## config.mk

```make
export PLATFORM = sky130hd
export DESIGN_NAME = barrier_row_shifter
export DESIGN_NICKNAME = d
export VERILOG_FILES = /design/src/rtl/barrier_pkg.sv /design/src/rtl/barrier_row_shifter.sv
export SDC_FILE = /design/constraint.sdc
export NUM_CORES = 1
export LEC_CHECK = 0
export CELL_PAD_IN_SITES_DETAIL_PLACEMENT = 2
export CELL_PAD_IN_SITES_GLOBAL_PLACEMENT = 2
export CORE_MARGIN = 4
export CORE_UTILIZATION = 26
export DETAILED_ROUTE_END_ITERATION = 7
export PLACE_DENSITY = 0.88
export SLEW_MARGIN = 15
export SYNTH_ARGS = -nofsm -noshare
export SYNTH_HDL_FRONTEND = slang
export SYNTH_SLANG_ARGS = --single-unit
```

## constraint.sdc

```tcl
create_clock -name clk -period 1.5 [get_ports clk]
set_clock_uncertainty 0.15 [all_clocks]
set_input_delay 0.375 -clock clk [delete_from_list [all_inputs] [get_ports clk]]
set_output_delay 0.375 -clock clk [all_outputs]
set_load 0.03 [all_outputs]
```

## src/rtl/barrier_pkg.sv

```systemverilog
// Shared types and constants for the barrier-row scroll/collision path.
package barrier_pkg;

  localparam int unsigned LANES            = 3;
  localparam int unsigned CNT_W            = 8;
  localparam int unsigned SCORE_W          = 16;
  localparam logic [7:0]  CNT_BLANK        = 8'd7;
  localparam logic [7:0]  CNT_WRAP_DEFAULT = 8'd8;

  typedef logic [LANES-1:0] lane_t;

  typedef enum logic [1:0] {
    IDLE = 2'd0,
    RUN  = 2'd1,
    HIT  = 2'd2
  } state_t;

  // Row counter advance; 8'd255 reloads past the blank start-up rows.
  function automatic logic [CNT_W-1:0] cnt_advance(input logic [CNT_W-1:0] cnt,
                                                   input logic [CNT_W-1:0] wrap);
    if (cnt == 8'hFF) begin
      return wrap;
    end
    return CNT_W'(cnt + CNT_W'(1));
  endfunction

endpackage

```

## src/rtl/barrier_row_shifter.sv

```systemverilog
// Scrolling map of DEPTH barrier rows; row 0 (bottom) in the low bits, new rows enter at the top.
module barrier_row_shifter
  import barrier_pkg::*;
#(
  parameter int unsigned DEPTH = 8
) (
  input  logic                     clk,
  input  logic                     rst,
  input  logic                     shift_en,
  input  logic                     clear,
  input  lane_t                    row_in,
  output logic [LANES*DEPTH-1:0]   rows
);

  localparam int unsigned MAP_W = LANES * DEPTH;

  logic [MAP_W-1:0] r_rows;

  // Clear takes priority so a restart never merges with a stale shift.
  always_ff @(posedge clk) begin
    if (rst) begin
      r_rows <= '0;
    end else if (clear) begin
      r_rows <= '0;
    end else if (shift_en) begin
      r_rows <= {row_in, r_rows[MAP_W-1:LANES]};
    end
  end

  assign rows = r_rows;

endmodule

```

==> metrics.csv <==
stage,metric,value,unit
status,status,finished clean,
timing,final setup fails,0,
worst_setup_path,"critical path, cell by cell",buf_4,
routing,Starting DRT DRC Count,29,
routing,DRT antenna net count,0,
routing,overall routed net length,2140,um
synth,Post-Syn Area,867,um^2
synth,Yosys top cell area share,55.4,%
clock_tree,total setup buffers inserted after CTS,0,
worst_setup_path,R2R Path End,rows[10],
routing,Vias,675,
clock_tree,CTS Buf Count,3,
worst_setup_path,reg2reg start,rows[13],
cells_and_area,Non-Filler Instances,154,
min_path,Hold Crit Start,rows[2],
synth,largest family of logic cells by synthesized area,multiplexers,
synth,Cells after Synth,79,
synth,synth unique cells,7,
power_and_ir_drop,Power Total,1.19,mW
clock_tree,clock buffer depth,2,
synth,multiplexer share of the synthesized area,27.7,%
synth,Syn Nets,86,
grt,GR Overflow Total,0,
timing,RSZ-0062 raised after global routing,no,
synth,Post-synth ARST share,0,%
worst_setup_path,R2R setup slack,650,ps
timing,final hold vios,0,
worst_setup_path,CP required,970,ps
floorplanning,die height,65.8,um
grt,vias in the first global route,737,
floorplanning,I/O pin cnt,31,
synth,simple-gate share of the synthesized area,11.1,%
worst_setup_path,CP bufs+invs,1,
timing,Slew headroom,88.1,%
cells_and_area,"Core Util, Final",38.4,%
clock_tree,"CTS clk-pin slew, worst paths",130,ps
synth,Synth Area in Adders,0,%
floorplanning,Initial Util,27.7,%
power_and_ir_drop,pwr dens,994,mW/mm^2
synth,synth warn,0,
clock_tree,CTS Hold Buffers Added,0,
synth,xor/xnor share of the synthesized area,0,%
job,Max-Cap Viols,0,
clock_tree,Skew-Pair Late Insertion Delay,320,ps
worst_setup_path,Levels on crit path,1,
place,I/O Buffers,30,
routing,Via density,4.38,
cells_and_area,max reg flops,24,
cells_and_area,nets@finish,118,
routing,number of remaining DRC errors,0,
timing,PnR worst setup slack,48.0,ps
place,Placer Congestion,0.596,
place,Place WS,-171,ps
synth,commonest cells in the synthesized netlist,"dfxtp_1 (24), mux2i_1 (24), nor2_1 (24), buf_4 (3), buf_6 (2)",
clock_tree,CTS sink cnt,24,
power_and_ir_drop,Pleak,0.549,nW
min_path,Hold Path Sink,rows[2],
timing,Max Freq,689,MHz
min_path,HP Class,register to register,
grt,initial antenna violation count,0,
worst_setup_path,CP top delay family,flip-flops,
floorplanning,overall die area,0.00432,mm^2
worst_setup_path,critical path peak fanout,3,
synth,Post-synth EDFFs,0,
clock_tree,CTS root buffer,clkbuf_4,
grt,largest net degree at the start of global routing,25,
power_and_ir_drop,Max VDD drop,398,uV
clock_tree,CTS resizes,0,
timing,Worst-Margin Slew,174,ps
synth,ranking of synthesized cells by area,"dfxtp_1 (55%), mux2i_1 (28%), nor2_1 (10%)",
cells_and_area,Ant. Diodes,0,
timing,Final Slew Violations,0,
place,Placed Cells,150,
grt,Global Route Usage Sum,11.0,%
timing,Final min period,1450,ps
worst_setup_path,Register-to-Register Path Depth,2,
min_path,WHS Path Cells,2,
worst_setup_path,WS Path Type,register to primary output,
timing,WHS,379,ps
routing,1st-pass router iterations,2,
cells_and_area,Synth-to-Final Area Change,38.4,%
synth,#FFs+latches synth,24,
clock_tree,CTS tree,built,
routing,routed len/inst,13.9,um
synth,"Seq/Total Area, Yosys",55.4,%
timing,Tcrit/Tclk final,96.8,%
worst_setup_path,CP arrival,930,ps
floorplanning,Die Width,65.8,um
worst_setup_path,Worst setup SP type,register,
synth,Main synth FF type,dfxtp_1,
floorplanning,num rows,20,
worst_setup_path,Worst path max stage delay,420,ps
synth,compound-cell area share of the yosys netlist,0,%
cells_and_area,fraction of layout cells with a size suffix above 1,28.2,%
grt,first-pass GRT wire length,3520,um
floorplanning,area of the core,0.00313,mm^2
synth,syn_area_per_cell,11.0,um^2
clock_tree,CTS HTree Levels,1,
cells_and_area,# fillers,348,
synth,post-synth top area cell,dfxtp_1,
worst_setup_path,CP Capture Type,primary output,
worst_setup_path,"slowest stage cell, crit path",dfxtp_1,
place,DP HPWL,1550,um
==> power breakdown <==
group          total, mW  internal (mW)  switching (mW)
registers          0.644          0.641         0.00282
logic             0.0820         0.0421          0.0399
clock network      0.467          0.270           0.196
==> placed cells by master (no fill, tap or decap) <==
cell and instances:
buf_12 1, dfxtp_1 24, clkbuf_4 3, mux2i_1 24, buf_4 26, clkdlybuf4s50_1 6
or2_1 1, nor2_1 24, bufinv_16 1
==> cells by family after synthesis <==
| logic type | after synthesis |
|---|---|
| buffers and inverters | 6 |
| flip-flops | 24 |
| AND/OR/NAND/NOR | 25 |
| multiplexers | 24 |
==> routing by layer <==
| layer | GRT usage (%) | routed length, um | up-vias |
|---|---|---|---|
| met5 | 0 | 0 | - |
| met4 | 5.44 | 30 | 0 |
| met3 | 3.25 | 146 | 4 |
| met2 | 19.3 | 1090 | 23 |
| met1 | 11.9 | 880 | 328 |
| li1 | - | - | 320 |
==> through the flow <==
stage	setup TNS (ps)	instance area, um^2
floorplan	0	867
global placement	-2510	1150
detailed placement	-3400	1150
CTS	0	1200
global route	0	1200
finish	0	1200
==> worst max path at each step <==
stage,from,slack [ps],endpoint
2_1_floorplan,shift_en,310,rows[10]
3_3_place_gp,shift_en,-120,rows[17]
3_5_place_dp,shift_en,-170,rows[22]
4_1_cts,rows[10],20,rows[10]
5_1_grt,rows[8],5,rows[8]
6_report,rows[13],50,rows[13]
==> area by class of cell <==
cell class	count	area [um^2]	area share, %
well taps	44	55.1	4.59
multi-input cells	49	337	28.1
clock inverters	1	30.0	2.50
repair buffers	33	275	22.9
clock buffers	3	22.5	1.88
flip-flops and latches	24	480	40.0
Power figures use the tool's default switching activity.
